==> src/rtl/draw_pkg.sv <==
// Shared types and constants for the draw sequencer.
//   state_t      : sequencer FSM states
//   obj_t        : one object slot record (x, y, w, h, colour, valid)
//   obj_drawable : a slot is drawn/erased only when valid with non-zero size
package draw_pkg;

    localparam int unsigned X_W = 8;
    localparam int unsigned Y_W = 7;
    localparam int unsigned W_W = 5;
    localparam int unsigned H_W = 5;
    localparam int unsigned C_W = 3;

    typedef enum logic [2:0] {
        StIdle,
        StEraseSetup,
        StEraseWait,
        StCommit,
        StDrawSetup,
        StDrawWait,
        StFinish
    } state_t;

    typedef struct packed {
        logic [X_W-1:0] x;
        logic [Y_W-1:0] y;
        logic [W_W-1:0] w;
        logic [H_W-1:0] h;
        logic [C_W-1:0] c;
        logic           valid;
    } obj_t;

    function automatic logic obj_drawable(input obj_t o);
        return o.valid && (o.w != '0) && (o.h != '0);
    endfunction

endpackage

==> src/rtl/obj_table.sv <==
// Double-buffered object table: a shadow table written at any time and a
// current table that snapshots the whole shadow on a commit strobe.
//   clk, reset  : clock, asynchronous active-high reset (clears every slot)
//   i_we        : shadow write strobe, i_wr_idx/i_wr_obj select slot and data
//   i_commit    : copy shadow -> current at the next rising edge
//   i_rd_idx    : slot to read
//   o_rd_obj    : value current[i_rd_idx] will hold after this edge, so the
//                 sequencer can register its outputs without a read bubble
module obj_table
    import draw_pkg::*;
#(
    parameter int unsigned NUM_OBJ = 8,
    parameter int unsigned IDX_W   = 3
) (
    input  logic             clk,
    input  logic             reset,
    input  logic             i_we,
    input  logic [IDX_W-1:0] i_wr_idx,
    input  obj_t             i_wr_obj,
    input  logic             i_commit,
    input  logic [IDX_W-1:0] i_rd_idx,
    output obj_t             o_rd_obj
);

    obj_t r_shadow  [NUM_OBJ];
    obj_t r_current [NUM_OBJ];

    always_ff @(posedge clk or posedge reset) begin
        if (reset) begin
            for (int i = 0; i < NUM_OBJ; i++) begin
                r_shadow[i]  <= '0;
                r_current[i] <= '0;
            end
        end else begin
            // Commit samples the shadow before any same-cycle write lands.
            if (i_commit) begin
                for (int i = 0; i < NUM_OBJ; i++) begin
                    r_current[i] <= r_shadow[i];
                end
            end
            if (i_we) begin
                r_shadow[i_wr_idx] <= i_wr_obj;
            end
        end
    end

    // Look-ahead read: during a commit, current is about to become shadow.
    assign o_rd_obj = i_commit ? r_shadow[i_rd_idx] : r_current[i_rd_idx];

endmodule

==> src/rtl/draw_sequencer.sv <==
// Frame redraw sequencer. On frame_tick it erases every drawable object of
// the current table (colour 0), commits the shadow table into current, then
// draws every drawable object with its own colour, handshaking each object
// with a downstream rectangle drawer via draw_en/draw_done.
//   clk, reset                 : clock, asynchronous active-high reset
//   frame_tick                 : start a pass (ignored and flagged while busy)
//   obj_we, obj_idx, obj_*     : shadow table write port
//   draw_done                  : drawer finished the presented rectangle
//   x_out..c_out, draw_en      : rectangle presented to the drawer
//   busy, frame_done, overrun  : pass active, pass-end pulse, dropped tick
module draw_sequencer
    import draw_pkg::*;
#(
    parameter int unsigned NUM_OBJ = 8,
    parameter int unsigned IDX_W   = 3
) (
    input  logic             clk,
    input  logic             reset,
    input  logic             frame_tick,
    input  logic             obj_we,
    input  logic [IDX_W-1:0] obj_idx,
    input  logic [X_W-1:0]   obj_x,
    input  logic [Y_W-1:0]   obj_y,
    input  logic [W_W-1:0]   obj_w,
    input  logic [H_W-1:0]   obj_h,
    input  logic [C_W-1:0]   obj_c,
    input  logic             obj_valid,
    input  logic             draw_done,
    output logic [X_W-1:0]   x_out,
    output logic [Y_W-1:0]   y_out,
    output logic [W_W-1:0]   w_out,
    output logic [H_W-1:0]   h_out,
    output logic [C_W-1:0]   c_out,
    output logic             draw_en,
    output logic             busy,
    output logic             frame_done,
    output logic             overrun
);

    state_t           r_state;
    state_t           w_state_next;
    logic [IDX_W-1:0] r_idx;
    logic [IDX_W-1:0] w_idx_next;
    logic             w_last;
    logic             w_commit;
    obj_t             w_wr_obj;
    obj_t             w_rd_obj;
    logic             r_drawable;

    logic [X_W-1:0]   r_x;
    logic [Y_W-1:0]   r_y;
    logic [W_W-1:0]   r_w;
    logic [H_W-1:0]   r_h;
    logic [C_W-1:0]   r_c;
    logic             r_draw_en;
    logic             r_busy;
    logic             r_frame_done;
    logic             r_overrun;

    assign w_wr_obj.x     = obj_x;
    assign w_wr_obj.y     = obj_y;
    assign w_wr_obj.w     = obj_w;
    assign w_wr_obj.h     = obj_h;
    assign w_wr_obj.c     = obj_c;
    assign w_wr_obj.valid = obj_valid;

    assign w_commit = (r_state == StCommit);
    assign w_last   = (r_idx == IDX_W'(NUM_OBJ - 1));

    obj_table #(
        .NUM_OBJ (NUM_OBJ),
        .IDX_W   (IDX_W)
    ) u_obj_table (
        .clk      (clk),
        .reset    (reset),
        .i_we     (obj_we),
        .i_wr_idx (obj_idx),
        .i_wr_obj (w_wr_obj),
        .i_commit (w_commit),
        .i_rd_idx (w_idx_next),
        .o_rd_obj (w_rd_obj)
    );

    // Next state and slot index.
    always_comb begin
        w_state_next = r_state;
        w_idx_next   = r_idx;
        unique case (r_state)
            StIdle: begin
                if (frame_tick) begin
                    w_state_next = StEraseSetup;
                    w_idx_next   = '0;
                end
            end
            StEraseSetup: begin
                if (r_drawable) begin
                    w_state_next = StEraseWait;
                end else if (w_last) begin
                    w_state_next = StCommit;
                end else begin
                    w_idx_next = r_idx + IDX_W'(1);
                end
            end
            StEraseWait: begin
                if (draw_done) begin
                    if (w_last) begin
                        w_state_next = StCommit;
                    end else begin
                        w_state_next = StEraseSetup;
                        w_idx_next   = r_idx + IDX_W'(1);
                    end
                end
            end
            StCommit: begin
                w_state_next = StDrawSetup;
                w_idx_next   = '0;
            end
            StDrawSetup: begin
                if (r_drawable) begin
                    w_state_next = StDrawWait;
                end else if (w_last) begin
                    w_state_next = StFinish;
                end else begin
                    w_idx_next = r_idx + IDX_W'(1);
                end
            end
            StDrawWait: begin
                if (draw_done) begin
                    if (w_last) begin
                        w_state_next = StFinish;
                    end else begin
                        w_state_next = StDrawSetup;
                        w_idx_next   = r_idx + IDX_W'(1);
                    end
                end
            end
            StFinish: begin
                w_state_next = StIdle;
                w_idx_next   = '0;
            end
            default: begin
                w_state_next = StIdle;
                w_idx_next   = '0;
            end
        endcase
    end

    // State plus registered outputs, all loaded from the next-state view so
    // each output reflects the state it is shown in.
    always_ff @(posedge clk or posedge reset) begin
        if (reset) begin
            r_state      <= StIdle;
            r_idx        <= '0;
            r_drawable   <= 1'b0;
            r_x          <= '0;
            r_y          <= '0;
            r_w          <= '0;
            r_h          <= '0;
            r_c          <= '0;
            r_draw_en    <= 1'b0;
            r_busy       <= 1'b0;
            r_frame_done <= 1'b0;
            r_overrun    <= 1'b0;
        end else begin
            r_state      <= w_state_next;
            r_idx        <= w_idx_next;
            r_drawable   <= obj_drawable(w_rd_obj);
            r_draw_en    <= (w_state_next == StEraseWait) || (w_state_next == StDrawWait);
            r_busy       <= (w_state_next != StIdle);
            r_frame_done <= (w_state_next == StFinish);
            r_overrun    <= frame_tick && r_busy;

            r_x <= '0;
            r_y <= '0;
            r_w <= '0;
            r_h <= '0;
            r_c <= '0;
            unique case (w_state_next)
                StEraseSetup, StEraseWait: begin
                    r_x <= w_rd_obj.x;
                    r_y <= w_rd_obj.y;
                    r_w <= w_rd_obj.w;
                    r_h <= w_rd_obj.h;
                end
                StDrawSetup, StDrawWait: begin
                    r_x <= w_rd_obj.x;
                    r_y <= w_rd_obj.y;
                    r_w <= w_rd_obj.w;
                    r_h <= w_rd_obj.h;
                    r_c <= w_rd_obj.c;
                end
                default: ;
            endcase
        end
    end

    assign x_out      = r_x;
    assign y_out      = r_y;
    assign w_out      = r_w;
    assign h_out      = r_h;
    assign c_out      = r_c;
    assign draw_en    = r_draw_en;
    assign busy       = r_busy;
    assign frame_done = r_frame_done;
    assign overrun    = r_overrun;

endmodule

==> config.mk <==
export PLATFORM = sky130hd
export DESIGN_NAME = draw_sequencer
export DESIGN_NICKNAME = d
export VERILOG_FILES = /design/src/rtl/draw_pkg.sv /design/src/rtl/obj_table.sv /design/src/rtl/draw_sequencer.sv
export SDC_FILE = /design/constraint.sdc
export NUM_CORES = 1
export LEC_CHECK = 0
export ABC_CLOCK_PERIOD_IN_PS = 21500
export CORE_MARGIN = 1
export CORE_UTILIZATION = 45
export CTS_CLUSTER_SIZE = 16
export DETAILED_ROUTE_END_ITERATION = 8
export HOLD_SLACK_MARGIN = 0.06
export SYNTH_ARGS = -nofsm -noshare
export SYNTH_HDL_FRONTEND = slang
export SYNTH_SLANG_ARGS = --single-unit
==> constraint.sdc <==
create_clock -name clk -period 21.5 [get_ports clk]
set_input_delay 4.3 -clock clk [delete_from_list [all_inputs] [get_ports clk]]
set_output_delay 4.3 -clock clk [all_outputs]
set_load 0.03 [all_outputs]
Word level (Yosys, flattened, before mapping)
Cells that the tools add are included.

storage, ports and cells
  bits in registers = 503
  input bits = 37
  output and inout port bits = 32
  logic and storage cells = 168

cells by class
  $add $sub $neg = 1
  magnitude comparators = 3
  equality and inequality tests = 11
  multiplexer cells = 30
  bitwise logic cells = 2
  reductions and logical operators = 13

operators by type and width
  cell                                                                          count
  232-bit bitwise mux                                                           1
  29-bit binary-select mux with 3-bit select                                    2
  29-bit two-way mux                                                            6
  29-bit demux with 3-bit select                                                1
  3-bit two-way mux                                                             12
  3-bit equality test, second input constant                                    6
  3-bit case mux with 6 select lines                                            1
  5-bit two-way mux                                                             2
  5-bit nonzero test                                                            2
  3-bit by 2-bit equality test with 1-bit output, second input constant         3
  3-bit case mux with 3 select lines                                            1
  4-bit greater-or-equal comparator, second input constant                      2
  8-bit two-way mux                                                             1
  3-bit NOT with 4-bit output                                                   2
  7-bit two-way mux                                                             1
  3-bit by 1-bit equality test with 1-bit output, second input constant         2
  2-bit OR reduction                                                            3
  1-bit logical AND                                                             4
  4-bit by 1-bit less-than comparator with 1-bit output, second input constant  1
  2-bit two-way mux                                                             2
  4-bit OR reduction                                                            1
  3-bit by 1-bit adder with 3-bit output, second input constant                 1
  3-bit logical NOT                                                             1
  3-bit nonzero test                                                            1
  1-bit logical OR                                                              1

Logic depth before layout (Yosys ltp)
Gate-level depths: netlist of run 1.

  depth in word-level cells = 12
  gate-level depth with buffers = 13

By module
From an unflattened synthesis of run 1, not the netlist that was laid out.

second synthesis, totals
  cells, all modules = 1374
  area, all modules = 22462.8 um^2

by module, submodules not included
  module          instances  cells an instance  area an instance (um^2)
  obj_table       1          1234               20638.5
  draw_sequencer  1          140                1824.2

Least setup slack after synthesis of run 1
No wires, ideal clock.

  path kind = input to register
  from = input port draw_done
  to = register r_drawable
  arrival time = 6300 ps
  required time = 21366 ps
  path slack = 15066 ps
  stages = 9
  path buffers = 1
  cell sequence = a22oi_2 > or4b_1 > buf_4 > nand2_8 > mux4_1 > or2_1 > a41o_1 > o31ai_1 > a31oi_1

between the ends
  word-level cells in the longest chain between the ends = 10
  elaborated cells between the ends (all ways) = 14

RTL lines
  element                                                 RTL line               RTL
  from (decl)                                             draw_sequencer.sv:28   input logic draw_done,
  3-bit two-way mux (*)                                   draw_sequencer.sv:105  if (draw_done) begin
  3-bit case mux with 3 select lines (*)                  draw_sequencer.sv:88   unique case (r_state)
  3-bit NOT with 4-bit output (not written as such) (*)   obj_table.sv:48        assign o_rd_obj = i_commit ? r_shadow[i_rd_idx] : r_current[i_rd_idx];
  29-bit binary-select mux with 3-bit select              obj_table.sv:48
  29-bit two-way mux (not written as such) (2 in series)  obj_table.sv:48
  29-bit two-way mux (*)                                  obj_table.sv:48
  5-bit nonzero test                                      draw_pkg.sv:33         return o.valid && (o.w != '0) && (o.h != '0);
  1-bit logical AND                                       draw_pkg.sv:33
  1-bit logical AND (*)                                   draw_pkg.sv:33
  to (signal assigned)                                    draw_sequencer.sv:167  r_drawable <= obj_drawable(w_rd_obj);
  to (decl)                                               draw_sequencer.sv:48   logic r_drawable;

Mark *: on every way between the ends. The rest lies on a longest branch, timed or not. The select of a mux whose other input is x is not followed.
A chain may end at the register's enable or synchronous reset.

Worst setup path in the final report of run 1
  from = input port draw_done
  to = register r_c[2] (netlist: c_out[2])

between the ends
  word-level cells in the longest chain between the ends = 8
  elaborated cells between the ends (all ways) = 17

RTL lines
  element                                                 RTL line               RTL
  3-bit two-way mux                                       draw_sequencer.sv:105
  3-bit case mux with 3 select lines                      draw_sequencer.sv:88
  3-bit NOT with 4-bit output (not written as such)       obj_table.sv:48
  29-bit binary-select mux with 3-bit select              obj_table.sv:48
  29-bit two-way mux (not written as such) (2 in series)  obj_table.sv:48
  29-bit two-way mux                                      obj_table.sv:48
  3-bit two-way mux (*)                                   draw_sequencer.sv:178  unique case (w_state_next)
  to (signal assigned)                                    draw_sequencer.sv:190  r_c <= w_rd_obj.c;
  to (decl)                                               draw_sequencer.sv:54   logic [C_W-1:0] r_c;

Marked as above.

==> results of run 1 <==
[logic make-up (layout without fill, tap and decap cells)]
logic type	count (synthesis)	count (layout)	share of synthesized area [%]
compound gates	104	104	3.70
xor+xnor	2	2	0.118
fa+ha+maj	1	1	0.0590
buf+inv	137	192	2.67
flops	503	503	59.3
mux	268	268	14.3
simple gates	1038	1038	19.8
[metrics by stage]
step,cell area (µm²),setup slack [ns],util [%]
after floorplan,21200,3.16,-
after global placement,22400,13.16,48.0
after detailed placement,22400,13.00,48.0
after CTS,24100,13.63,51.7
after global routing,24100,13.11,51.7
final,24100,13.54,51.7
[sequential cells by signal (all words and copies together) (netlist names), 3 cells and up]
name / cells
w_out: 5
r_state: 3
u_obj_table.r_shadow: 232
x_out: 8
r_idx: 3
c_out: 3
h_out: 5
y_out: 7
u_obj_table.r_current: 232
[worst max-delay path, delay by kind of cell]
| family | cells | cell delay, ns |
|---|---|---|
| buf+inv | 3 | 1.90 |
| compound gates | 5 | 1.43 |
| simple gates | 3 | 0.72 |
[layout make-up]
class	count	area (µm²)	area share [%]
clock inverters	15	110	0.457
clock buffers	79	1610	6.67
flip-flops and latches	503	12600	52.3
repair buffers	91	878	3.65
inverters	7	36.3	0.151
well taps	607	759	3.15
multi-input cells	1413	8100	33.6
[power breakdown]
part	internal (mW)	switching (mW)	total, mW
clock	0.526	0.371	0.897
combinational	0.478	0.805	1.28
sequential	1.25	0.176	1.43
total	2.25	1.35	3.60
[routing by layer]
layer / track usage [%] / wire [µm]
met1: 30.3 / 23100
met2: 35.7 / 24200
met3: 3.37 / 2310
met4: 7.92 / 1380
met5: 0 / 0
[worst paths after layout]
kind                       cells after the start                    start  slack, ns                   endpoint
hold / removal                                 2  u_obj_table.r_shadow[7]       0.46   u_obj_table.r_current[7]
setup / recovery                              11                draw_done      13.54                   c_out[2]
setup reg to reg                              12                 r_idx[0]      16.90                   c_out[2]
min in group asynchronous                      2                    reset       4.29                    overrun
hold reg to reg                                2  u_obj_table.r_shadow[7]       0.46   u_obj_table.r_current[7]
max in group asynchronous                      4                    reset      14.74  u_obj_table.r_shadow[136]
[cell usage after synthesis (2+ instances only)]
cell type | n | area, µm²
nand2_1 | 869 | 3260
dfrtp_1 | 503 | 12600
mux2_2 | 236 | 2660
clkbuf_1 | 93 | 349
nand3_1 | 68 | 340
a311oi_1 | 36 | 315
mux2i_1 | 28 | 280
buf_2 | 24 | 120
nor2_1 | 22 | 82.6
and3_1 | 21 | 131
nor3_1 | 19 | 95.1
o21ai_0 | 19 | 95.1
a21oi_1 | 12 | 60.1
buf_1 | 10 | 37.5
a31oi_1 | 8 | 50.1
nor2b_1 | 8 | 50.1
a211oi_1 | 5 | 37.5
nand4_1 | 5 | 31.3
nor3b_1 | 5 | 37.5
and2_1 | 4 | 25.0
inv_1 | 4 | 15.0
nand4b_1 | 4 | 35.0
mux4_2 | 3 | 67.6
o31ai_1 | 3 | 22.5
a32oi_1 | 2 | 17.5
buf_6 | 2 | 22.5
nand2b_1 | 2 | 12.5
nand3b_1 | 2 | 15.0
nor4b_1 | 2 | 17.5
o22a_1 | 2 | 17.5
o22ai_1 | 2 | 12.5
or4b_1 | 2 | 20.0
==> impl_results.md, run 1 <==
- CP most frequent cell: a311oi_1
- Initial cell density of the core: a little under half
- Num rows: 79
- DRT Wirelength: between 50000 and 60000 µm
- Via count: about 15000
- First-pass GRT wire length: 82200 µm
- Final Hold Viols: 0
- Sequential fraction of the synthesis area: 59.3%
- CP endpoint kind: flop
- Fillers: 4210
- Slew Limit Headroom: approximately 33%
- Die Y: 219 µm
- #FFs+latches synth: roughly 500
- Worst path slowest cell: inv_4
- Iteration-0 DRC Markers: 1108
- Antenna violations before repair: 0
- Area Growth Syn to Fin: 13.5%
- CP Launch Type: input pin
- First-pass DRT Iterations: 5
- Final setup viols: 0
- Leakage power total: approximately 11 nW
- Setup_tns: 0 ns
- Post-route ant nets: 0
- # DRC: 0
- CTS Buf Count: between 50 and 60
- Clock transition at path regs: roughly 0.060 ns
- Die area: around 48000 µm²
- Post-CTS setup buffer count: 0
- Highest-count cells in the layout ignoring fill and taps: 869 x nand2_1, 503 x dfrtp_1, 236 x mux2_2, 68 x nand3_1, 68 x clkdlybuf4s50_1
- Max Clk Rate: approximately 130 MHz
- Post-CTS Hold Buffers: 0
- Layout cells sized above 1: between 15 and 20%
- Post-Syn Area per Cell: just over 10 µm²
- RePlAce Congestion: roughly 0.84
- CTS tree: done
- CTS Root Cell: clkbuf_16
- Synth async-reset ratio: 100%
- RSZ-0062 raised after global routing: false
- Period utilisation layout: about 37%
- Cell Area, Synth: about 21000 µm²
- Total track usage: ~22%
- Commonest non-fill, non-tap cell in the layout: nand2_1
- Clock skew: ~0.021 ns
- Ports: between 60 and 70
- Post-Synthesis Cells: 2053
- Ys Warns: 0
- Largest net degree at the start of global routing: between 150 and 200
- Width of the die: around 220 µm
- Grt ovf: 0
- HPWL Detailed: 27000 µm
- Hold slack: 0.458 ns
- Total power: around 3.6 mW
- Latest clock arrival within the worst-skew pair: 0.60 ns
- Required time worst endpoint: 22.00 ns
- Port Buffers: roughly 70
- Min Tclk post-route: roughly 8.0 ns
- Syn nets: approximately 2100
- Vias in the first global route: around 15000
- WL/cell: approximately 19 µm
- CP Cell Sequence: clkdlybuf4s50_1, a31oi_1, o211ai_2, nand2_8, inv_4, buf_4, nand2_1, and3_1, a311oi_1, a311oi_1, a211oi_1
- Post-placement cell count: 2621
- Worst hold path class: flop to flop
- CP Class: input pin to flop
- Max incr delay on CP: ~0.77 ns
- H-tree depth: 2
- Total of max-cap violations: 0
- Crit-path max FO: 65
- Status: completed
- Fin cells: about 2700
- Maximum root-to-sink buffer count: 3
- Worst VDD drop: between 0.1 and 0.15 mV
- Worst Tran Pin Value: between 1 and 1.5 ns
- CTS sink count: just over 500
- CP arrival: between 8 and 9 ns
- Max-slew violations: 0
- PostCTS Resize Cnt: 0
- Core ar.: around 47000 µm²
- Ys flop type: dfrtp_1
- # diodes: 0
- Detail-routed via count per cell: about 5.4
- EDFF count, synth: 0
- Synth unique cells: 60
- PD cells: 150 nW/µm²
- Layout Nets: about 2100
No activity file was read; power rests on OpenSTA's default activity.
==> run 2: changes to the inputs <==
--- a/config.mk
+++ b/config.mk
@@ -5,7 +5,7 @@
 export SDC_FILE = /design/constraint.sdc
 export NUM_CORES = 1
 export LEC_CHECK = 0
-export ABC_CLOCK_PERIOD_IN_PS = 21500
+export ABC_CLOCK_PERIOD_IN_PS = 6600
 export CORE_MARGIN = 1
 export CORE_UTILIZATION = 45
 export CTS_CLUSTER_SIZE = 16
==> constraint.sdc (replaced) <==
create_clock -name clk -period 6.6 [get_ports clk]
set_input_delay 1.32 -clock clk [delete_from_list [all_inputs] [get_ports clk]]
set_output_delay 1.32 -clock clk [all_outputs]
set_load 0.03 [all_outputs]
==> impl_results.md, run 2 (synthesized netlist as in run 1, its figures left out) <==
- Port Buffers: 68 (unchanged)
- R2R depth: 9 (-3)
- Antenna violations before repair: 0 (unchanged)
- CP arrival: 5.07 ns (-3.39 ns)
- GR met2 Demand/Resource: 36.6% (+0.86 points)
- CTS Buf Count: 52 (-1.9%)
- Ports: 69 (unchanged)
- Final setup viols: 0 (unchanged)
- Sw Pwr: 4.41 mW (+230%)
- Hold path startpoint: u_obj_table.r_shadow[121]
- Via count: 14600 (-0.61%)
- WL/cell: 19.0 µm (+1.2%)
- # diodes: 0 (unchanged)
- Post-CTS Hold Buffers: 0 (unchanged)
- Most Used Layer, Global Route: met2
- CTS tree: done
- Final Hold Viols: 0 (unchanged)
- Clock skew: 0.0253 ns (+0.00450 ns)
- Worst hold path class: flop to flop
- Largest net degree at the start of global routing: 191 (-1.0%)
- Num rows: 79 (unchanged)
- Detail-routed via count per cell: 5.35 (-0.83%)
- PD cells: 491 nW/µm² (+230%)
- Required time worst endpoint: 7.04 ns (-14.96 ns)
- Met3 Usage GRT: 2.83% (-0.54 points)
- Setup_tns: 0 ns (unchanged)
- Area Growth Syn to Fin: 14.1%
- Post-placement setup slack: 1.45 ns (-11.54 ns)
- Die area: 48000 µm² (unchanged)
- Status: completed
- Highest-count cells in the layout ignoring fill and taps: 869 x nand2_1, 503 x dfrtp_1, 236 x mux2_2, 68 x nand3_1, 68 x clkdlybuf4s50_1
- Met1 Usage GRT: 30.8% (+0.50 points)
- Total track usage: 22.3% (+0.15 points)
- Layout Utilization: 52.0% (+0.26 points)
- Net Sw Frac: 37.1% (-0.42 points)
- CTS sink count: 503 (unchanged)
- CTS Root Cell: clkbuf_16
- Total of max-cap violations: 0 (unchanged)
- DRT Wirelength: 51700 µm (+1.4%)
- H-tree depth: 2 (unchanged)
- CP Launch Type: input pin
- Period utilisation layout: approximately 70%
- Hold path depth: 2 (unchanged)
- Maximum root-to-sink buffer count: 3 (unchanged)
- Core ar.: 46600 µm² (unchanged)
- HPWL Detailed: 27600 µm (+2.1%)
- Grt ovf: 0 (unchanged)
- Fillers: 4111 (-2.4%)
- RSZ-0062 raised after global routing: false
- PostCTS Resize Cnt: 0 (unchanged)
- Die Y: 219 µm (unchanged)
- Leakage power total: 11.5 nW (+0.42%)
- RR Endpoint: r_drawable
- Layout cells sized above 1: 17.3% (+0.093 points)
- Post-route ant nets: 0 (unchanged)
- Layout Nets: 2110 (+0.14%)
- R2R Path Start: r_state[2]
- Slew Limit Headroom: 29.0% (-3.9 points)
- # DRC: 0 (unchanged)
- CP endpoint kind: flop
- Worst VDD drop: 0.308 mV (+120%)
- Setup slack after layout: 1.97 ns (-11.56 ns)
- Initial cell density of the core: 45.6% (unchanged)
- Min Tclk post-route: ~4.6 ns
- Sequential Power Share: 39.0% (-0.5 points)
- Clock power frac: 25.6% (+0.7 points)
- Iteration-0 DRC Markers: 1285 (+16%)
- First-pass DRT Iterations: 5 (unchanged)
- Placed standard-cell area: 22400 µm² (+0.23%)
- RePlAce Congestion: 0.844 (+0.93%)
- Logic gate share of total power: 35.4% (-0.2 points)
- Int Pwr: 7.48 mW (+230%)
- Max-slew violations: 0 (unchanged)
- Final Instance Area: 24200 µm² (+0.51%)
- Hold path endpoint: u_obj_table.r_current[121]
- Width of the die: 219 µm (unchanged)
- CP Class: input pin to flop
- Latest clock arrival within the worst-skew pair: 0.60 ns (about the same)
- Vias in the first global route: 14500 (-1.1%)
- Clock transition at path regs: 0.06 ns (about the same)
- Post-CTS setup buffer count: 0 (unchanged)
- Worst Tran Pin Value: 1.07 ns (+0.0606 ns)
- Crit-path max FO: 60 (-7.7%)
- First-pass GRT wire length: 82600 µm (+0.48%)
- Commonest non-fill, non-tap cell in the layout: nand2_1
- R2R setup slack: 2.36 ns (-14.54 ns)
- Max Clk Rate: approximately 220 MHz
run 2: changes by cell type in the layout (fill, tap and decap cells not counted), moves of 2 or more:
cell,change
clkbuf_16,-3
clkbuf_1,+2
bufinv_16,+5
buf_4,+2
buf_12,+2
run 2: worst max-delay path by stage:
| stage | startpoint | to | cells after the start |
|---|---|---|---|
| global route | draw_done | r_drawable | 9 |
| CTS | draw_done | r_drawable | 9 |
| floorplan | reset | busy | 1 |
| detailed placement | draw_done | r_drawable | 9 |
| finish | draw_done | r_drawable | 9 |
| global placement | frame_tick | r_drawable | 9 |
run 2: layout make-up:
class	instances	area, µm²	share of cell area, %
Tap cell	607	759	3.14
Timing Repair Buffer	95	933	3.86
Inverter	7	32.5	0.134
Clock inverter	19	263	1.09
Multi-Input combinational cell	1413	8100	33.5
Sequential cell	503	12600	52.0
Clock buffer	77	1530	6.30
run 2: worst max-delay path, cell delays in order:
cell and delay, ns:
clkdlybuf4s50_1 0.66, a31oi_1 0.18, o211ai_2 0.62, nand2_8 0.30, inv_4 0.63, mux4_2 0.59, a211o_1 0.33, o31ai_1 0.26
a31oi_1 0.07
run 2: through the flow:
stage	hold WS [ns]	power, mW	std cells
floorplan	0.433	7.68	2053
global placement	0.440	8.80	2625
detailed placement	0.443	8.91	2625
CTS	0.447	12.0	2721
global route	0.478	12.7	2721
finish	0.448	11.9	2721
run 2: routing by layer:
layer,share of wire [%],vias up,routed length [µm]
li1,-,6816,-
met1,46,7397,23800
met2,48,278,24700
met3,3.9,78,1990
met4,2.4,0,1220
met5,0,-,0
run 2: power by group through the flow:
stage / Combinational (mW) / Clock (mW) / Sequential [mW]
after floorplan: 3.08 / 0 / 4.60
after global placement: 4.14 / 0 / 4.66
after detailed placement: 4.24 / 0 / 4.67
after CTS: 4.25 / 3.11 / 4.63
after global routing: 4.68 / 3.24 / 4.76
final: 4.20 / 3.05 / 4.64
